--- config.mk ---
export PLATFORM = sky130hd
export DESIGN_NAME = mux_tree_arbiter
export DESIGN_NICKNAME = d
export VERILOG_FILES = /design/src/rtl/mux_tree_pkg.sv /design/src/rtl/mux_tree_arbiter_rr_pick.sv /design/src/rtl/mux_tree_arbiter.sv
export SDC_FILE = /design/constraint.sdc
export NUM_CORES = 1
export LEC_CHECK = 0
export BUFFER_PORTS_ARGS = -buffer_cell sky130_fd_sc_hd__buf_2
export CAP_MARGIN = 0
export CORE_ASPECT_RATIO = 1.2
export CORE_MARGIN = 3
export CORE_UTILIZATION = 59
export CTS_CLUSTER_DIAMETER = 50
export DETAILED_ROUTE_END_ITERATION = 10
export GPL_ROUTABILITY_DRIVEN = 0
export PLACE_DENSITY = 0.91
export SYNTH_ARGS = -nofsm -noshare
export SYNTH_HDL_FRONTEND = slang
export SYNTH_HIERARCHICAL = 1
export SYNTH_SLANG_ARGS = --single-unit
--- constraint.sdc ---
create_clock -name clk -period 4.8 [get_ports clk]
set_input_delay 0 -clock clk [delete_from_list [all_inputs] [get_ports clk]]
set_output_delay 0 -clock clk [all_outputs]
set_load 0.1 [all_outputs]
--- src/rtl/mux_tree_pkg.sv ---
// Shared definitions for the 8-leg mux tree arbiter: FSM state encoding,
// tree geometry and which select bit steers which tree layer.
package mux_tree_pkg;

    localparam int N_REQ = 8;
    localparam int SEL_W = 3;

    typedef logic [1:0] state_t;

    localparam state_t ST_IDLE  = 2'd0;
    localparam state_t ST_ARB   = 2'd1;
    localparam state_t ST_GRANT = 2'd2;
    localparam state_t ST_DRAIN = 2'd3;

    // Select bit index driving each tree layer (layer 4 is the final 2:1 stage)
    localparam int SEL_BIT_LAYER2 = 0;
    localparam int SEL_BIT_LAYER3 = 1;
    localparam int SEL_BIT_LAYER4 = 2;

endpackage

--- src/rtl/mux_tree_arbiter_rr_pick.sv ---
// Combinational rotate-priority encoder: first set request at or above ptr
// (wrapping) in round-robin mode, lowest set request in fixed-priority mode.
module rr_pick
    import mux_tree_pkg::*;
(
    input  logic [N_REQ-1:0] req,
    input  logic [SEL_W-1:0] ptr,
    input  logic             mode,
    output logic [SEL_W-1:0] win,
    output logic             any
);

    logic             found;
    logic [SEL_W-1:0] idx;

    // Walk the legs starting at ptr; the 3-bit add gives the 7->0 wrap for free
    always_comb begin
        win   = '0;
        found = 1'b0;
        idx   = '0;
        for (int k = 0; k < N_REQ; k++) begin
            idx = mode ? SEL_W'(k) : ptr + SEL_W'(k);
            if (!found && req[idx]) begin
                win   = idx;
                found = 1'b1;
            end
        end
    end

    assign any = |req;

endmodule

--- src/rtl/mux_tree_arbiter.sv ---
// Arbiter and sequencer for the 8-leg mux tree: picks an owner, drives the
// registered tree selects and bounds each owner's tenure to HOLD_MAX cycles.
module mux_tree_arbiter #(
    parameter int N_REQ    = 8,
    parameter int SEL_W    = 3,
    parameter int HOLD_MAX = 4
) (
    input  logic             clk,
    input  logic             rst_n,
    input  logic [N_REQ-1:0] req,
    input  logic             done,
    input  logic             cfg_mode,
    output logic [N_REQ-1:0] gnt,
    output logic             gnt_valid,
    output logic [SEL_W-1:0] sel,
    output logic             busy
);
    import mux_tree_pkg::*;

    localparam logic [3:0]       HOLD_LAST = 4'(HOLD_MAX - 1);
    localparam logic [N_REQ-1:0] ONE_HOT0  = N_REQ'(1);

    state_t           state;
    logic [SEL_W-1:0] ptr;
    logic [3:0]       hold_cnt;
    logic [SEL_W-1:0] pick_win;
    logic             pick_any;
    logic             grant_end;

    rr_pick u_rr_pick (
        .req  (req),
        .ptr  (ptr),
        .mode (cfg_mode),
        .win  (pick_win),
        .any  (pick_any)
    );

    assign grant_end = done || !req[sel] || (hold_cnt == HOLD_LAST);
    assign busy      = (state != ST_IDLE);

    // gnt/sel are only rewritten in ARB so the tree path stays stable through DRAIN and IDLE
    always_ff @(posedge clk or negedge rst_n) begin
        if (!rst_n) begin
            state     <= ST_IDLE;
            ptr       <= '0;
            hold_cnt  <= '0;
            gnt       <= '0;
            sel       <= '0;
            gnt_valid <= 1'b0;
        end else begin
            case (state)
                ST_IDLE: begin
                    if (|req)
                        state <= ST_ARB;
                end
                ST_ARB: begin
                    if (pick_any) begin
                        gnt       <= ONE_HOT0 << pick_win;
                        sel       <= pick_win;
                        hold_cnt  <= '0;
                        gnt_valid <= 1'b1;
                        state     <= ST_GRANT;
                    end else begin
                        state <= ST_IDLE;
                    end
                end
                ST_GRANT: begin
                    if (hold_cnt != HOLD_LAST)
                        hold_cnt <= hold_cnt + 4'd1;
                    if (grant_end) begin
                        gnt_valid <= 1'b0;
                        state     <= ST_DRAIN;
                    end
                end
                ST_DRAIN: begin
                    // Mode is looked at live so a switch to round-robin during a fixed-priority tenure moves past the owner
                    if (!cfg_mode)
                        ptr <= sel + SEL_W'(1);
                    state <= (|req) ? ST_ARB : ST_IDLE;
                end
                default: state <= ST_IDLE;
            endcase
        end
    end

endmodule
==> results of run 1 <==
[cell usage after synthesis, types with 2 or more instances]
master,number
xnor2_1,3
clkbuf_1,7
o21ai_1,4
and3_1,4
a21oi_1,11
nand2b_1,4
nand2_1,33
o41ai_1,3
mux4_2,5
mux2i_1,17
nand3_1,5
mux2_2,5
mux2_4,2
o21a_1,2
dfrtp_1,21
a31oi_1,4
ha_1,4
nor2b_1,7
nor2_1,15
nand3b_1,4
nor3_1,3
a32oi_1,2
buf_2,5
o31ai_1,4
buf_6,2
o22ai_1,4
a22oi_1,2
nor4_1,4
and2_1,6
inv_1,8
o21ai_0,12
nand4_1,2
a21o_1,2
a211oi_1,5
[power by group]
group          switching [W]  internal (W)  total (W)  leakage [nW]
sequential          0.000102      0.000239   0.000341         0.272
combinational       0.000819      0.000389    0.00121         0.672
clock              0.0000526     0.0000311  0.0000837        0.0177
[registers in the layout, summed over array words and instances, names as in the netlist, named ones only]
signal / count
sel: 3
ptr: 3
hold_cnt: 4
gnt_valid: 1
state: 1
gnt: 8
[cell families (layout without fill, tap and decap cells)]
family	after synthesis	count (layout)
mux	30	30
xor+xnor	4	4
flops	21	21
compound gates	66	66
fa+ha+maj	4	4
buf+inv	24	39
simple gates	95	95
[cell type report]
class                   count  area (µm²)
well taps                  36        45.0
flip-flops and latches     21         526
multi-input cells         199        1420
clock inverters             1        5.00
inverters                   9        33.8
fillers                   245        1010
repair buffers             26         138
clock buffers               3        22.5
[how the worst max path moves through the flow]
stage | depth (start not counted) | endpoint | slack [ps]
after floorplan | 14 | gnt[6]$_DFFE_PN0P_ | 1480
after global placement | 12 | gnt[7]$_DFFE_PN0P_ | 840
after detailed placement | 12 | gnt[7]$_DFFE_PN0P_ | 710
after CTS | 12 | gnt[7]$_DFFE_PN0P_ | 680
after global routing | 10 | gnt[7]$_DFFE_PN0P_ | 280
final | 12 | gnt[7]$_DFFE_PN0P_ | 620
[timing repair]
item,in CTS,in global routing
gates resized for setup,0,0
hold buffers,1,0
endpoints found under the hold margin,21,0
endpoints found under the setup margin,0,0
[per-layer routing]
| metal | part of all wire, % | track usage (%) |
|---|---|---|
| met1 | 38 | 33.3 |
| met2 | 50 | 43.5 |
| met3 | 6.3 | 3.83 |
| met4 | 4.8 | 14.3 |
| met5 | 0 | 0 |
[through the flow]
stage                     instance area (µm²)  total power, W  setup WS [ps]  std cells  hold WS, ps
after global routing                     2190         0.00173            275        295         53.2
after floorplan                          2060         0.00132           1480        244         -296
after detailed placement                 2150         0.00152            713        290        -23.7
after global placement                   2150         0.00149            844        290        -27.6
final                                    2190         0.00163            624        295         23.3
after CTS                                2190         0.00161            677        295         16.8
[worst max-delay path: cells and delay by family, from the launching register on]
kind,cells,cell delay (ps)
AOI/OAI and AO/OA,4,1090
buffers and inverters,1,160
muxes,1,210
adders and majority gates,1,400
and+or+nand+nor,5,1430
DFF,1,760
==> impl_metrics.tcl, run 1 <==
set metrics [dict create \
    grt_pass1_wl_um 9030 \
    area_leader_netlist "dfrtp_1" \
    synth_compound_area_share_pct 21.8 \
    synth_area_um2 2060 \
    run_status "finished clean" \
    delay_of_the_slowest_critical_path_stage_ps 760 \
    ffs_w_async_s_r_synth_pct 100 \
    die-height_um 70.7 \
    max_slew_margin_pct 42.4 \
    routed_wl_um 5480 \
    floorplan.rows 22 \
    cp_data_arrival_time_ps 4380 \
    synth-warning-count 6 \
    cts_tree "done" \
    synth_area_leaders "dfrtp_1 (26%), mux2i_1 (8.3%), nand2_1 (6.0%)" \
    totalNegativeSetupSlack_ps 0 \
    timing.hold.worst.start "done" \
    synth_mux_area_share_pct 19.0 \
    number_of_antenna_violations_at_the_first_check_in_global_routing 0 \
    max_cap_viol_count 0 \
    synthesis.area_per_instance_um2 8.44 \
    routed-via-count 2069 \
    synth_simple_gate_area_share_pct 24.0 \
    worst_hold_path_type "in -> reg" \
    remaining_drc_errors 0 \
    critical_path_class "reg -> reg" \
    synth_top_family_by_area "simple AND/OR/NAND/NOR gates" \
    first_iter_violations 140 \
    htreeDepth 1 \
    areaGrowthSynthToFinish_pct 6.26 \
    routed_via_density 7.01 \
    timing.critical_path.from "ptr[0]$_DFFE_PN0P_" \
    max_clock_freq_ghz 0.239 \
    hold_viol 0 \
    flip_flop_cell_with_the_highest_count_after_synthesis "dfrtp_1" \
    hold_path_depth 4 \
    worst_skew_pair_later_pin_latency_ps 310 \
    grt_setup_unrepaired "false" \
    power.static_leakage_nw 0.962 \
    cts_max_path_buffers 2 \
    critical_path.reg2reg.startpoint "ptr[0]$_DFFE_PN0P_" \
    fp.dieW_um 59.9 \
    post_route_cells_drive_above_1_share_pct 19.3 \
    commonest_non_fill_non_tap_cells_in_the_layout "nand2_1 (33), buf_2 (24), dfrtp_1 (21)" \
    post_synth_inst_count 244 \
    worstPathRequired_ps 5000 \
    synth_xor_xnor_area_share_pct 1.70 \
    buffer_ports.inserted 24 \
    worst-r2r-setup-slack_ps 620 \
    cts_inserted_buffers 3 \
    final_common_cell "nand2_1" \
    core_area_um2 3190 \
    largest_net_degree_at_the_start_of_global_routing 26 \
    worst_path_max_delay_cell "dfrtp_1" \
    insertedDiodeCount 0 \
    final_max_slew_viol_count 0 \
    clkSinkCount 21 \
    routedWlPerCell_um 18.6 \
    ir_worst_vdd_mv 0.613 \
    cp-start-kind "flip-flop" \
    synth_adder_area_share_pct 2.43 \
    crit_path_max_fanout 18 \
    timing.final.setup_violations 0 \
    cts_setup_buffers 0 \
    synth_largest_type_area_fraction_pct 25.5 \
    layout.core_utilization_pct 68.5 \
    ys_seq_elements 21 \
    worst_r2r_endpoint "gnt[7]$_DFFE_PN0P_" \
    synth_enable_flop_cells 0 \
    place.detailed.hpwl_um 4050 \
    global_route.usage.total_pct 26.7 \
    ratio_of_final_minimum_period_to_clock_period_pct 87.0 \
    netlist-cell-type-count 57 \
    final_antenna_net_count 0 \
    power_density_nw_per_um2 747 \
    reg2regPathDepth 12 \
    hold-path-endpoint "gnt_valid$_DFFE_PN0P_" \
    grt_pass1_vias 1945 \
    firstDrtPassIters 5 \
    start_util_pct 64.5 \
    ctsRootBufferMaster "clkbuf_4" \
    synth_seq_area_share_pct 25.5 \
    synthesized_net_count 260 \
    tightestPinTransition_ps 857 \
    finalWorstPathRequiredPeriod_ps 4180 \
    overflow 0 \
    crit_path_frequent_cell "o31ai_1" \
    timing.critical_path.cells "inv_1 -> ha_1 -> nor2b_1 -> and2_1 -> mux2_2 -> o21ai_2 -> nor3_2 -> and3_1 -> a31oi_1 -> o31ai_1 -> nand2_1 -> o31ai_1" \
    boundary_pin_count 25 \
    die_area_um2 4240 \
    path_clk_slew_ps 120 \
    worstSetupEndpointType "flip-flop" \
    fin_worst_skew_ps 8.32 \
    net_count_of_the_finished_layout 276 \
]
Note: power is estimated with default switching activity, not from simulation.
==> run 2, diff against run 1 <==
CELL_PAD_IN_SITES_DETAIL_PLACEMENT = 1   (was default)
CELL_PAD_IN_SITES_GLOBAL_PLACEMENT = 2   (was default)
CORE_UTILIZATION = 35   (was 59)
PLACE_DENSITY = 0.89   (was 0.91)
==> run 2 against run 1 <==
Effect of this change:
- non-clock buffer count increased by 2
- count of clock-buffer cells in the layout unchanged
- sequential power about the same
- setup slack improved by 170 ps
- total power increased by 2.2%
- clock skew decreased by 6.6 ps
==> impl_metrics.tcl, run 2 (synthesized netlist as in run 1, its figures left out) <==
set metrics [dict create \
    flip_flop_count_of_the_largest_register_all_copies_and_words_added 8 \
    insertedDiodeCount 0 \
    htreeDepth 1 \
    cp-start-kind "flip-flop" \
    worstPathRequired_ps 4940 \
    ratio_of_final_minimum_period_to_clock_period_pct 83.5 \
    run_status "finished clean" \
    crit_path_frequent_cell "inv_1" \
    detailroute.wirelength.met2_um 3120 \
    die_area_um2 6840 \
    firstDrtPassIters 4 \
    worstSetupEndpointType "flip-flop" \
    buffer_ports.inserted 24 \
    power.static_leakage_nw 0.981 \
    routedWlPerCell_um 17.5 \
    met1_layer_wirelength_in_the_final_routing_um 2580 \
    commonest_non_fill_non_tap_cells_in_the_layout "nand2_1 (33), buf_2 (24), dfrtp_1 (21)" \
    path_clk_slew_ps 80 \
    boundary_pin_count 25 \
    grt_pass1_wl_um 10100 \
    fp.dieW_um 76.0 \
    cts-resized-gates 0 \
    ir_worst_vdd_mv 0.394 \
    number_of_antenna_violations_at_the_first_check_in_global_routing 0 \
    final_common_cell "nand2_1" \
    final_max_slew_viol_count 0 \
    max_flop_register "gnt" \
    start_util_pct 37.6 \
    routed.top_layer "met4" \
    cts_tree "done" \
    grt_pass1_vias 1979 \
    post-layout-total-power_w 0.00167 \
    finalWorstPathRequiredPeriod_ps 4010 \
    worst_hold_path_type "in -> reg" \
    routed_via_density 5.66 \
    fin_worst_skew_ps 1.71 \
    final_antenna_net_count 0 \
    cts_inserted_buffers 3 \
    clkSinkCount 21 \
    largest_net_degree_at_the_start_of_global_routing 26 \
    post_route_cells_drive_above_1_share_pct 19.9 \
    core_area_um2 5480 \
    tightestPinTransition_ps 901 \
    ctsRootBufferMaster "clkbuf_8" \
    max_clock_freq_ghz 0.249 \
    routed-via-count 1912 \
    place.detailed.hpwl_um 4530 \
    power_density_nw_per_um2 735 \
    overflow 0 \
    critical_path_class "reg -> reg" \
    timing.critical_path.cells "inv_1 -> ha_1 -> nand2b_1 -> a211oi_1 -> mux2_2 -> o21ai_2 -> nor3_2 -> nand4_1 -> a21boi_0 -> o21ai_1 -> inv_1 -> o41ai_1" \
    timing.final.setup_violations 0 \
    max_slew_margin_pct 39.8 \
    cts_max_path_buffers 2 \
    worst_skew_pair_later_pin_latency_ps 260 \
    delay_of_the_slowest_critical_path_stage_ps 750 \
    totalNegativeSetupSlack_ps 0 \
    areaGrowthSynthToFinish_pct 10.4 \
    net_count_of_the_finished_layout 278 \
    reg.largest.list "gnt (8), hold_cnt (4)" \
    global_route.usage.total_pct 17.8 \
    remaining_drc_errors 0 \
    filler_cell_count 667 \
    max_cap_viol_count 0 \
    floorplan.rows 29 \
    crit_path_max_fanout 18 \
    detailroute.wirelength.met3_um 158 \
    routed_wl_um 5930 \
    worst_path_max_delay_cell "dfrtp_1" \
    grt_setup_unrepaired "false" \
    first_iter_violations 84 \
    hold_viol 0 \
    die-height_um 90.0 \
    cp_data_arrival_time_ps 4150 \
]
## run 2: cell count changes in the layout (fill, tap and decap cells not counted)
cell / delta
buf_4: +2
clkbuf_4: -3
clkbuf_8: +3
## run 2: metrics by stage
step,utilization [%],worst slack (ps),hold WS [ps],instances,area (µm²)
floorplan,-,1480,-296,244,2060
global placement,40.4,996,-16.8,333,2220
detailed placement,40.4,836,-9.05,333,2220
CTS,41.5,804,109,338,2270
global route,41.5,347,147,338,2270
finish,41.5,790,105,338,2270
## run 2: final timing paths
check | startpoint | to | slack [ps] | depth (start not counted)
hold reg to reg | gnt[6]$_DFFE_PN0P_ | gnt[6]$_DFFE_PN0P_ | 490 | 2
hold / removal | done | gnt_valid$_DFFE_PN0P_ | 110 | 4
min in group asynchronous | rst_n | gnt[0]$_DFFE_PN0P_ | 220 | 2
max in group asynchronous | rst_n | ptr[0]$_DFFE_PN0P_ | 4250 | 2
setup reg to reg | ptr[0]$_DFFE_PN0P_ | gnt[1]$_DFFE_PN0P_ | 790 | 12
setup / recovery | ptr[0]$_DFFE_PN0P_ | gnt[1]$_DFFE_PN0P_ | 790 | 12
## run 2: area by class of cell
type / count / area, µm² / area share, %
multi-input cells: 199 / 1420 / 62.4
flip-flops and latches: 21 / 526 / 23.1
repair buffers: 28 / 153 / 6.72
well taps: 77 / 96.3 / 4.24
clock buffers: 3 / 41.3 / 1.82
inverters: 9 / 33.8 / 1.49
clock inverters: 1 / 5.00 / 0.220
## run 2: repair_timing
action | CTS | global route
endpoints found under the hold margin | 21 | 0
hold buffers | 1 | 0
buffers inserted | 0 | 0
## run 2: power by group
part | switching, W | internal (W)
Sequential | 0.000100 | 0.000240
Combinational | 0.000816 | 0.000396
Clock | 0.0000594 | 0.0000580
Total | 0.000976 | 0.000693
## run 2: layer usage
layer	vias to the layer above	GRT usage, %
met4	0	4.08
met5	-	0
met1	940	22.2
met2	30	32.8
li1	936	-
met3	6	1.80
## run 2: worst max-delay path, delay by kind of cell, from the launching register on
| family | cells | cell delay, ps |
|---|---|---|
| buffers and inverters | 2 | 270 |
| AOI/OAI and AO/OA | 5 | 1500 |
| and+or+nand+nor | 3 | 710 |
| adders and majority gates | 1 | 380 |
| muxes | 1 | 280 |
| DFF | 1 | 750 |
==> run 3, diff against run 2 <==
clock period = 3.8 ns   (was 4.8 ns; I/O delays follow)
==> run 3 against run 2 <==
Effect of this change:
- first-iteration DRC count fell by 17%
- total power up 30%
- routed wire length hardly changed
- register-to-register slack got worse by 420 ps
- fmax grew 17%
- cell count is 1.5% higher
- final area increased by 2.0%
- largest cell class unchanged
==> impl_metrics.tcl, run 3 (synthesized netlist as in run 1, its figures left out) <==
set metrics [dict create \
    run_status "finished clean" \
    seq_power_share_pct 18.9 \
    grtUsageMet3_pct 1.40 \
    max_clock_freq_ghz 0.292 \
    insertedDiodeCount 0 \
    grt_pass1_wl_um 10000 \
    number_of_antenna_violations_at_the_first_check_in_global_routing 0 \
    crit_path_max_fanout 10 \
    routedWlPerCell_um 17.3 \
    global_route.usage.total_pct 17.5 \
    routed_wl_um 5920 \
    cts_max_path_buffers 2 \
    grt_setup_unrepaired "false" \
    place.detailed.hpwl_um 4600 \
    numPlacedInstances 338 \
    flip_flop_count_of_the_largest_register_all_copies_and_words_added 8 \
    power.share.clock_pct 6.8 \
    worst_skew_pair_later_pin_latency_ps 260 \
    critical_path_class "reg -> reg" \
    worst_r2r_endpoint "gnt[7]$_DFFE_PN0P_" \
    die-height_um 90.0 \
    post_route_cells_drive_above_1_share_pct 22.6 \
    htreeDepth 1 \
    remaining_drc_errors 0 \
    placement.cell_area_um2 2250 \
    cp-start-kind "flip-flop" \
    max_flop_register "gnt" \
    use_met1_pct 22.0 \
    grt_pass1_vias 2032 \
    routed_via_density 5.75 \
    ir_worst_vdd_mv 0.520 \
    core_area_um2 5480 \
    final_area_um2 2320 \
    fp.dieW_um 76.0 \
    reg.largest.list "gnt (8), hold_cnt (4)" \
    commonest_non_fill_non_tap_cells_in_the_layout "nand2_1 (33), buf_2 (24), dfrtp_1 (20)" \
    buffer_ports.inserted 24 \
    fin_worst_skew_ps 2.43 \
    worstSetupEndpointType "flip-flop" \
    first_iter_violations 70 \
    clkSinkCount 21 \
    power_frac_comb_pct 74.3 \
    areaGrowthSynthToFinish_pct 12.6 \
    final-instance-count-excl-fill 343 \
    largest_net_degree_at_the_start_of_global_routing 26 \
    worst-r2r-setup-slack_ps 370 \
    finalWorstPathRequiredPeriod_ps 3430 \
    worst_path_max_delay_cell "or4_1" \
    cts_tree "done" \
    final_antenna_net_count 0 \
    power.static_leakage_nw 1.01 \
    timing.critical_path.cells "buf_4 -> ha_1 -> xor2_1 -> and2_1 -> mux2i_1 -> o21ai_1 -> or4_1 -> a21oi_1 -> nor3_1 -> o22ai_2 -> nand2_1 -> o31ai_1" \
    cp_data_arrival_time_ps 3580 \
    gr-max-usage-layer "met2" \
    timing.critical_path.from "ptr[0]$_DFFE_PN0P_" \
    fin_hold_ws_ps 91.8 \
    reg2regPathDepth 12 \
    max_slew_margin_pct 40.8 \
    totalNegativeSetupSlack_ps 0 \
    power.switching_fraction_pct 57.9 \
    timing.final.setup_violations 0 \
    power_density_nw_per_um2 938 \
    timing.hold.worst.start "done" \
    worstPathRequired_ps 3950 \
    floorplan.rows 29 \
    final_max_slew_viol_count 0 \
    grt_util_met2_pct 30.8 \
    start_util_pct 37.6 \
    design_internal_power_w 0.000915 \
    overflow 0 \
    multiInputGateArea_um2 1430 \
    routed-via-count 1973 \
    path_clk_slew_ps 80 \
    filler_cell_count 666 \
    ratio_of_final_minimum_period_to_clock_period_pct 90.2 \
    die_area_um2 6840 \
    layout.core_utilization_pct 42.3 \
    cts_setup_buffers 0 \
    max_cap_viol_count 0 \
    hold_viol 0 \
    final_common_cell "nand2_1" \
    ctsRootBufferMaster "clkbuf_8" \
    tightestPinTransition_ps 886 \
    area.sequential_um2 527 \
    net_count_of_the_finished_layout 283 \
    cts_inserted_buffers 3 \
    switchingPower_w 0.00126 \
    firstDrtPassIters 4 \
    delay_of_the_slowest_critical_path_stage_ps 530 \
    critical_path.reg2reg.startpoint "ptr[0]$_DFFE_PN0P_" \
    boundary_pin_count 25 \
    worst_hold_path_type "in -> reg" \
    critical_path.endpoint "gnt[7]$_DFFE_PN0P_" \
]
run 3: metrics by stage:
stage               power [W]  setup WS, ps
floorplan             0.00167           481
global placement      0.00199           267
detailed placement    0.00201           191
CTS                   0.00217           179
global route          0.00234           110
finish                0.00217           371
run 3: repair_timing:
| item | in CTS | in global routing |
|---|---|---|
| hold buffers | 1 | 0 |
| resized for setup | 0 | 3 |
| setup endpoints to repair | 0 | 8 |
| hold endpoints to repair | 21 | 0 |
run 3: worst min path at each step:
| stage | to | slack (ps) | cells past startpoint |
|---|---|---|---|
| CTS | gnt_valid$_DFFE_PN0P_ | 90 | 4 |
| detailed placement | gnt[4]$_DFFE_PN0P_ | -8 | 1 |
| global route | gnt_valid$_DFFE_PN0P_ | 120 | 4 |
| finish | gnt_valid$_DFFE_PN0P_ | 90 | 4 |
| floorplan | async pin | -300 | 0 |
| global placement | gnt[4]$_DFFE_PN0P_ | -10 | 1 |
run 3: layout make-up:
cell class	instances	area share (%)
Clock buffer	3	1.78
Clock inverter	1	0.216
Multi-Input combinational cell	199	61.5
Inverter	9	1.46
Tap cell	77	4.16
Timing Repair Buffer	33	8.20
Sequential cell	21	22.7
run 3: critical path: cells and delay by family, from the launching register on:
family,cells,cell delay [ps]
mux,1,220
fa+ha+maj,1,210
compound gates,4,910
xor+xnor,1,260
flops,1,490
buf+inv,1,190
simple gates,4,1050
run 3: per-layer routing:
metal  up-vias  part of all wire [%]
li1        948                     -
met1       973                    45
met2        40                    50
met3        12                   2.3
met4         0                   2.5
met5         -                     0
run 3: power by group through the flow:
stage / Clock, W / Sequential, W / Combinational, W
after global routing: 0.000164 / 0.000429 / 0.00175
after global placement: 0 / 0.000411 / 0.00158
after CTS: 0.000155 / 0.000409 / 0.00161
final: 0.000148 / 0.000410 / 0.00161
after detailed placement: 0 / 0.000412 / 0.00160
after floorplan: 0 / 0.000683 / 0.000986
